===== config.mk =====
export PLATFORM = sky130hd
export DESIGN_NAME = seq_mult_shift_add_flat
export DESIGN_NICKNAME = d
export VERILOG_FILES = /design/src/rtl/seq_mult_pkg.sv /design/src/rtl/seq_mult_shift_add_if.sv /design/src/rtl/seq_mult_ctrl.sv /design/src/rtl/seq_mult_shift_add.sv /design/src/flat_wrapper.sv
export SDC_FILE = /design/constraint.sdc
export NUM_CORES = 1
export LEC_CHECK = 0
export ABC_AREA = 0
export CAP_MARGIN = 10
export CORE_MARGIN = 5
export CORE_UTILIZATION = 45
export DETAILED_ROUTE_END_ITERATION = 8
export DONT_BUFFER_PORTS = 1
export SYNTH_ARGS = -nofsm -noshare
export SYNTH_HDL_FRONTEND = slang
export SYNTH_HIERARCHICAL = 1
export SYNTH_SLANG_ARGS = --single-unit
export TNS_END_PERCENT = 20

===== constraint.sdc =====
create_clock -name clk -period 2.9 [get_ports clk]
set_input_delay 0.58 -clock clk [delete_from_list [all_inputs] [get_ports clk]]
set_output_delay 0.58 -clock clk [all_outputs]
set_load 0.01 [all_outputs]

===== src/rtl/seq_mult_pkg.sv =====
// Shared types and helpers for the shift-and-add multiplier.
// Operand magnitudes are formed one bit wider than the operand so -2^(W-1) stays exact.
package seq_mult_pkg;

  typedef enum logic [1:0] {IDLE, BUSY, DONE} seq_mult_state_t;

  // Widest operand the magnitude helper handles; callers truncate to WIDTH+1.
  localparam int MAG_MAX_W = 64;

  function automatic logic [MAG_MAX_W:0] mag(input logic [MAG_MAX_W-1:0] value,
                                             input int                   width,
                                             input logic                 signed_flag);
    logic [MAG_MAX_W:0] ext;
    logic [MAG_MAX_W:0] full;
    logic               msb;
    ext  = {1'b0, value};
    full = (MAG_MAX_W+1)'(1) << width;
    msb  = |(value & (MAG_MAX_W'(1) << (width - 1)));
    if (signed_flag && msb) return full - ext;
    return ext;
  endfunction

endpackage


===== src/rtl/seq_mult_shift_add_if.sv =====
// Operand/result handshake bundle between the operand source, the multiplier
// and the result consumer.
interface seq_mult_shift_add_if #(
  parameter int WIDTH = 8
);
  logic                 in_valid;
  logic                 in_ready;
  logic [WIDTH-1:0]     a;
  logic [WIDTH-1:0]     b;
  logic                 is_signed;
  logic                 out_valid;
  logic                 out_ready;
  logic [2*WIDTH-1:0]   product;
  logic                 busy;

  modport master (
    output in_valid, a, b, is_signed, out_ready,
    input  in_ready, out_valid, product, busy
  );

  modport slave (
    input  in_valid, a, b, is_signed, out_ready,
    output in_ready, out_valid, product, busy
  );
endinterface


===== src/rtl/seq_mult_ctrl.sv =====
// Control FSM for the iterative multiplier: IDLE/BUSY/DONE sequencing,
// per-bit step counter and handshake outputs.
module seq_mult_ctrl
  import seq_mult_pkg::*;
#(
  parameter int WIDTH      = 8,
  parameter bit EARLY_EXIT = 1'b0
) (
  input  logic clk,
  input  logic rst_n,
  input  logic clear,
  input  logic in_valid,
  input  logic out_ready,
  input  logic rest_zero,
  output logic in_ready,
  output logic out_valid,
  output logic busy,
  output logic accept,
  output logic finish
);

  localparam int                STEP_W    = $clog2(WIDTH);
  localparam logic [STEP_W-1:0] LAST_STEP = STEP_W'(WIDTH - 1);

  seq_mult_state_t   state_q;
  seq_mult_state_t   state_n;
  logic [STEP_W-1:0] step_q;

  always_ff @(posedge clk or negedge rst_n) begin
    if (!rst_n) begin
      state_q <= IDLE;
      step_q  <= '0;
    end else if (clear) begin
      state_q <= IDLE;
      step_q  <= '0;
    end else begin
      state_q <= state_n;
      if (accept) begin
        step_q <= '0;
      end else if (state_q == BUSY) begin
        step_q <= step_q + 1'b1;
      end
    end
  end

  always_comb begin
    state_n   = state_q;
    in_ready  = 1'b0;
    out_valid = 1'b0;
    busy      = 1'b0;
    accept    = 1'b0;
    finish    = 1'b0;
    case (state_q)
      IDLE: begin
        in_ready = 1'b1;
        if (in_valid) begin
          accept  = 1'b1;
          state_n = BUSY;
        end
      end
      BUSY: begin
        busy = 1'b1;
        // rest_zero looks at the multiplier after this edge's shift.
        if ((step_q == LAST_STEP) || (EARLY_EXIT && rest_zero)) begin
          finish  = 1'b1;
          state_n = DONE;
        end
      end
      DONE: begin
        out_valid = 1'b1;
        if (out_ready) state_n = IDLE;
      end
      default: state_n = IDLE;
    endcase
  end

endmodule


===== src/rtl/seq_mult_shift_add.sv =====
// Iterative shift-and-add multiplier: one multiplier bit per clock on operand
// magnitudes, with the sign applied once when the product is loaded.
module seq_mult_shift_add
  import seq_mult_pkg::*;
#(
  parameter int WIDTH      = 8,
  parameter bit EARLY_EXIT = 1'b0
) (
  input  logic               clk,
  input  logic               rst_n,
  input  logic               clear,
  seq_mult_shift_add_if.slave bus
);

  logic [2*WIDTH-1:0] mcand_q;
  logic [WIDTH:0]     mplier_q;
  logic [2*WIDTH-1:0] acc_q;
  logic               neg_q;
  logic [2*WIDTH-1:0] product_q;

  logic [WIDTH:0]     a_mag;
  logic [WIDTH:0]     b_mag;
  logic               res_neg;
  logic [2*WIDTH-1:0] acc_sum;
  logic               rest_zero;
  logic               accept;
  logic               finish;
  logic               busy;

  function automatic logic signed [2*WIDTH-1:0] apply_sign(input logic [2*WIDTH-1:0] m,
                                                            input logic               neg);
    return neg ? -$signed(m) : $signed(m);
  endfunction

  seq_mult_ctrl #(
    .WIDTH      (WIDTH),
    .EARLY_EXIT (EARLY_EXIT)
  ) u_ctrl (
    .clk       (clk),
    .rst_n     (rst_n),
    .clear     (clear),
    .in_valid  (bus.in_valid),
    .out_ready (bus.out_ready),
    .rest_zero (rest_zero),
    .in_ready  (bus.in_ready),
    .out_valid (bus.out_valid),
    .busy      (busy),
    .accept    (accept),
    .finish    (finish)
  );

  always_comb begin
    a_mag     = (WIDTH+1)'(mag(MAG_MAX_W'(bus.a), WIDTH, bus.is_signed));
    b_mag     = (WIDTH+1)'(mag(MAG_MAX_W'(bus.b), WIDTH, bus.is_signed));
    res_neg   = bus.is_signed & (bus.a[WIDTH-1] ^ bus.b[WIDTH-1]);
    acc_sum   = acc_q + (mplier_q[0] ? mcand_q : '0);
    rest_zero = (mplier_q[WIDTH:1] == '0);
  end

  // Multiplicand shifts left alongside the multiplier, so "shifted by step" is implicit.
  always_ff @(posedge clk or negedge rst_n) begin
    if (!rst_n) begin
      mcand_q   <= '0;
      mplier_q  <= '0;
      acc_q     <= '0;
      neg_q     <= 1'b0;
      product_q <= '0;
    end else if (clear) begin
      mcand_q   <= '0;
      mplier_q  <= '0;
      acc_q     <= '0;
      neg_q     <= 1'b0;
      product_q <= '0;
    end else if (accept) begin
      mcand_q  <= {{(WIDTH-1){1'b0}}, a_mag};
      mplier_q <= b_mag;
      acc_q    <= '0;
      neg_q    <= res_neg;
    end else if (busy) begin
      acc_q    <= acc_sum;
      mcand_q  <= mcand_q << 1;
      mplier_q <= mplier_q >> 1;
      if (finish) product_q <= apply_sign(acc_sum, neg_q);
    end
  end

  assign bus.product = product_q;
  assign bus.busy    = busy;

endmodule


===== src/flat_wrapper.sv =====
// flat-port wrapper written by rule: the top's interface ports become plain ports
module seq_mult_shift_add_flat import seq_mult_pkg::*;
#(
  parameter int WIDTH      = 8,
  parameter bit EARLY_EXIT = 1'b0
)
  (clk, rst_n, clear, bus_in_valid, bus_a, bus_b, bus_is_signed, bus_out_ready, bus_in_ready, bus_out_valid, bus_product, bus_busy);
  seq_mult_shift_add_if #(.WIDTH(WIDTH)) bus_i ();
  input  logic clk;
  input  logic rst_n;
  input  logic clear;
  input wire logic [$bits(bus_i.in_valid)-1:0] bus_in_valid;
  input wire logic [$bits(bus_i.a)-1:0] bus_a;
  input wire logic [$bits(bus_i.b)-1:0] bus_b;
  input wire logic [$bits(bus_i.is_signed)-1:0] bus_is_signed;
  input wire logic [$bits(bus_i.out_ready)-1:0] bus_out_ready;
  output wire logic [$bits(bus_i.in_ready)-1:0] bus_in_ready;
  output wire logic [$bits(bus_i.out_valid)-1:0] bus_out_valid;
  output wire logic [$bits(bus_i.product)-1:0] bus_product;
  output wire logic [$bits(bus_i.busy)-1:0] bus_busy;
  assign bus_i.in_valid = bus_in_valid;
  assign bus_i.a = bus_a;
  assign bus_i.b = bus_b;
  assign bus_i.is_signed = bus_is_signed;
  assign bus_i.out_ready = bus_out_ready;
  assign bus_in_ready = bus_i.in_ready;
  assign bus_out_valid = bus_i.out_valid;
  assign bus_product = bus_i.product;
  assign bus_busy = bus_i.busy;
  seq_mult_shift_add #(.WIDTH(WIDTH), .EARLY_EXIT(EARLY_EXIT)) u_core (.clk(clk), .rst_n(rst_n), .clear(clear), .bus(bus_i));
endmodule

# Yosys cells after proc, flatten, opt, wreduce, memory -nomap -nowiden

Index checks and enable logic that the tools add are counted.

Flip-flop bits (word level): 63
Bits of input ports: 22
Output and inout port bits: 19
Logic and storage cells: 69

Add/sub/neg operators: 5
Equal/unequal tests: 7
Multiplexer cells: 38
Bitwise gates (word level): 2
Reduce and logical (&&, ||, !) cells: 10

Operator list:

| cell                                                 | count |
|---|---|
| two-way mux 16 bit                                   | 12 |
| two-way mux 9 bit                                    | 7 |
| subtractor 9 x 8 -> 9 bit (first input constant)     | 2 |
| adder 16 bit                                         | 1 |
| negation 16 bit                                      | 1 |
| two-way mux 1 bit                                    | 11 |
| two-way mux 3 bit                                    | 3 |
| two-way mux 2 bit                                    | 4 |
| != test 3 bit (second input constant)                | 2 |
| one-hot mux 2 bit (3 select lines)                   | 1 |
| AND reduction 3 bit                                  | 2 |
| nonzero test 2 bit                                   | 3 |
| nonzero test 3 bit                                   | 2 |
| adder 3 x 1 -> 3 bit (second input constant)         | 1 |
| equality test 3 bit (second input constant)          | 1 |
| != test 3 x 2 -> 1 bit (second input constant)       | 1 |
| equality test 2 x 1 -> 1 bit (second input constant) | 1 |
| equality test 2 bit (second input constant)          | 1 |
| logical AND 1 bit                                    | 2 |
| logical NOT 2 bit                                    | 1 |
| != test 2 bit (second input constant)                | 1 |
| AND 1 bit                                            | 1 |
| bitwise XOR 1 bit                                    | 1 |

# Longest topological paths before layout

Depth in word-level cells: 8
Gate-level depth with buffers: 12
Mapped depth without buffers: 11

# By module

Netlist, hierarchy kept.

Modules (own cells, without submodules):

| module             | instances | cells each | area each (um^2) | sequential area each (um^2) |
|---|---|---|---|---|
| seq_mult_shift_add | 1         | 402        | 3707.3           | 1451.4 |
| seq_mult_ctrl      | 1         | 28         | 292.8            | 125.1 |

# Worst setup path before layout

No wires, ideal clock.

Path kind: reg2reg
Start point: reg u_core.mplier_q[0]
End point: reg u_core.product_q[14], in the netlist u_core/bus.product[14]
Setup time: 0.129 ns
Arrival: 3.111 ns
Required time: 2.771 ns
Path slack: -0.340 ns
Cell stages (with the launch flop): 13
Buffers on the path: 1
Clock period less this slack: 3.240 ns
Cell sequence: dfrtp_1 clkbuf_1 and2_1 ha_1 fa_1 nand3_1 and3_1 nor2_1 or4_4 or3b_4 o41ai_1 xor2_1 o21ai_1

Cells in the longest elaborated chain, start to end: 8

Ends and longest elaborated chain:

| what                   | line                     | source |
|---|---|---|
| from (decl)            | seq_mult_shift_add.sv:16 | `logic [WIDTH:0] mplier_q;` |
| from (signal assigned) | seq_mult_shift_add.sv:76 | `mplier_q <= b_mag;` |
| from (signal assigned) | seq_mult_shift_add.sv:82 | `mplier_q <= mplier_q >> 1;` |
| two-way mux 16 bit *   | seq_mult_shift_add.sv:56 | `acc_sum = acc_q + (mplier_q[0] ? mcand_q : '0);` |
| adder 16 bit *         | seq_mult_shift_add.sv:56 |  |
| negation 16 bit        | seq_mult_shift_add.sv:32 | `return neg ? -$signed(m) : $signed(m);` |
| two-way mux 16 bit *   | seq_mult_shift_add.sv:32 |  |
| two-way mux 16 bit *   | seq_mult_shift_add.sv:83 | `if (finish) product_q <= apply_sign(acc_sum, neg_q);` |
| two-way mux 16 bit *   | seq_mult_shift_add.sv:79 | `end else if (busy) begin` |
| two-way mux 16 bit *   | seq_mult_shift_add.sv:74 | `end else if (accept) begin` |
| two-way mux 16 bit *   | seq_mult_shift_add.sv:68 | `end else if (clear) begin` |
| to (signal assigned)   | seq_mult_shift_add.sv:83 |  |
| to (decl)              | seq_mult_shift_add.sv:19 | `logic [2*WIDTH-1:0] product_q;` |

Mark *: on every way between the ends. The rest lies on a longest branch, timed or not. The select of a mux whose other input is x is not followed.
A chain may end at the register's enable or synchronous reset.

# Final worst setup path

Start point: reg u_core.mplier_q[0]
End point: reg u_core.product_q[12], in the netlist u_core/bus.product[12]

Same word-level chain as after synthesis.

==> results.md <==
- Status: finished, violations left
- Violated checks: setup timing
- Clock share of power: slightly above 40%
- Initial antenna violation count: 0
- Num CTS Buffers: 9
- CP startpoint kind: flip-flop
- Clk buf depth: 2
- GRT Util Overall: 18.8%
- N_diodes: 0
- Final Skew: ~0.011 ns
- Die area: 10800 um^2
- Area Overhead vs Synth: 20.8%
- R2R Setup Slk: -0.18 ns
- Crit path kind: flip-flop to flip-flop
- Drt pass-1 iters: 4
- WL final: 9550 um
- Critical Path AT: 3.29 ns
- Metal3 WL: 429 um
- F_max: between 300 and 400 MHz
- Die height: 104 um
- Clk pin slew, worst setup/hold paths: approximately 0.07 ns
- RSZ-0062 raised after global routing: yes
- Via density: 5.67
- CTS tree: built
- Mapped Area: roughly 4000 um^2
- Number of global-route vias before repair: between 3000 and 4000
- Max Transition Viols Final: 0
- Crit. End Element: flip-flop
- Comb power frac: a little over an eighth
- Clock latency on the worst-skew pair: 0.34 ns
- Top Ports: just over 40
- CTS Root Cell: clkbuf_8
- Starting Density: a little under half
- Gp weighted congestion: 0.892
- Yosys warning count: 6
- Final Non-Filler Cells: 580
- Via count: ~3300
- Share of layout cells above drive strength 1: between 20% and 30%
- Synth Instances: 427
- # port buffers: 0
- Post-route antenna net violation count: 0
- DR iter-0 viols: between 100 and 150
- PwrDens: 414 nW/um^2
- Top Metal Used: met4
- Static Leakage: around 2.2 nW
- Worst vdd ir: roughly 0.00016 V
- Max_slew headroom: 54.6%
- Sw Pwr: 0.491 mW
- Worst min-delay path class: primary input to async pin
- Largest net degree at the start of global routing: 64
- Reg-to-reg endpoint: u_core/bus.product[12]$_DFFE_PN0P_
- Final setup margin: -0.181 ns
- Met1 wire length: between 4000 and 5000 um
- WP data required: 3.11 ns
- Syn_area_per_cell: ~9.3 um^2
- R2R depth: 11
- Met2 WL: 4350 um
- Routed WL per cell: 16.5 um
- Worst-margin pin slew: approximately 0.7 ns
- Seq pwr share: a little under half
- Setup violators final: 5
- FP Rows: 34
- Layout Nets: 510
- H-tree Lvls: 3
- Mapped Nets: 470
- CP Max Fanout: 7
- Placed cell count: around 560
- End-of-flow core utilization: around 55%
- Clk sinks: 63
- Hold Vio Cnt, Final: 0
- Final Cycle Share: 106%
- Max Cap Violations: 0
- Internal power: roughly 1.5 mW
- Fin crit period: about 3.1 ns
- Placed wire-length estimate: 6860 um
- Overflow after GRT: 0
- First-pass GRT wire length: roughly 17000 um
- R2r startpoint: u_core/mplier_q[0]$_DFFE_PN0P_
- Core area: ~8700 um^2
- DIE WIDTH: ~100 um
- Sw frac: between 20 and 25%
- Drt drc: 0
## layer usage
metal	global-route usage, %	up-vias
met3	3.97	13
met5	0	-
met1	25.8	1554
met2	29.0	75
met4	7.22	0
li1	-	1644
## power groups by stage
| stage | sequential, mW | combinational, mW | clock [mW] |
|---|---|---|---|
| after CTS | 0.920 | 0.258 | 0.829 |
| after global placement | 0.936 | 0.225 | 0 |
| after global routing | 0.925 | 0.297 | 0.876 |
| after floorplan | 0.930 | 0.164 | 0 |
| after detailed placement | 0.937 | 0.229 | 0 |
| final | 0.921 | 0.266 | 0.806 |
## how the worst max path moves through the flow
stage	depth (start not counted)	endpoint	from
after global placement	12	u_core/bus.product[15]$_DFFE_PN0P_	u_core/mplier_q[0]$_DFFE_PN0P_
after global routing	11	u_core/bus.product[12]$_DFFE_PN0P_	u_core/mplier_q[0]$_DFFE_PN0P_
after detailed placement	10	u_core/bus.product[12]$_DFFE_PN0P_	u_core/mplier_q[0]$_DFFE_PN0P_
after floorplan	12	u_core/bus.product[12]$_DFFE_PN0P_	u_core/mplier_q[0]$_DFFE_PN0P_
final	11	u_core/bus.product[12]$_DFFE_PN0P_	u_core/mplier_q[0]$_DFFE_PN0P_
after CTS	11	u_core/bus.product[12]$_DFFE_PN0P_	u_core/mplier_q[0]$_DFFE_PN0P_
## per-stage QoR
| stage | setup slack [ns] | hold slack (ns) | power, mW | setup TNS (ns) | area, um^2 |
|---|---|---|---|---|---|
| final | -0.181 | 0.101 | 1.99 | -0.692 | 4810 |
| after global routing | -0.276 | 0.106 | 2.10 | -1.57 | 4810 |
| after CTS | -0.188 | 0.107 | 2.01 | -0.837 | 4690 |
| after detailed placement | -0.218 | 0.286 | 1.17 | -0.998 | 4410 |
| after global placement | -0.180 | 0.286 | 1.16 | -0.746 | 4410 |
| after floorplan | -0.163 | 0.284 | 1.09 | -0.754 | 4000 |
## worst max-delay path, stage by stage, from the launching register on
cell	delay [ns]
dfrtp_2	0.44
and2_4	0.15
ha_4	0.15
fa_2	0.37
nand3_1	0.13
and3_4	0.21
nor2_1	0.05
or4_4	0.52
or3b_4	0.43
o41ai_2	0.24
xor2_1	0.19
o21ai_1	0.08
## layout by cell type, fill, tap and decap left out, types with 6 or more instances in the layout
master / n
dfrtp_1: 62
nand2_1: 48
buf_4: 44
o21ai_0: 31
a211oi_1: 20
nor2_1: 19
and2_1: 16
a22o_1: 15
xnor2_1: 15
a21oi_1: 14
ha_1: 14
xor2_1: 13
inv_1: 12
nor2b_1: 10
clkbuf_8: 9
nand2b_1: 8
nand3_1: 7
a21o_1: 7
and3_1: 6
## registers in the layout, indices dropped and copies added, names as in the netlist
signal	flops
u_core/u_ctrl/step_q	3
u_core/mcand_q	16
u_core/bus.product	16
u_core/neg_q	1
u_core/u_ctrl/state_q	2
u_core/acc_q	16
u_core/mplier_q	9
## timing repair
item,CTS,global route
buffers inserted,1,0
endpoints found under the setup margin,7,10
resized for setup,7,24
hold endpoints to repair,63,0
hold buffers,1,0
pin swaps,4,13
## layout make-up
type	count	area, um^2
multi-input cells	336	2490
flip-flops and latches	63	1580
repair buffers	45	358
well taps	108	135
inverters	12	45.0
clock inverters	4	70.1
fillers	822	3870
clock buffers	12	135
Power figures use the tool's default switching activity.
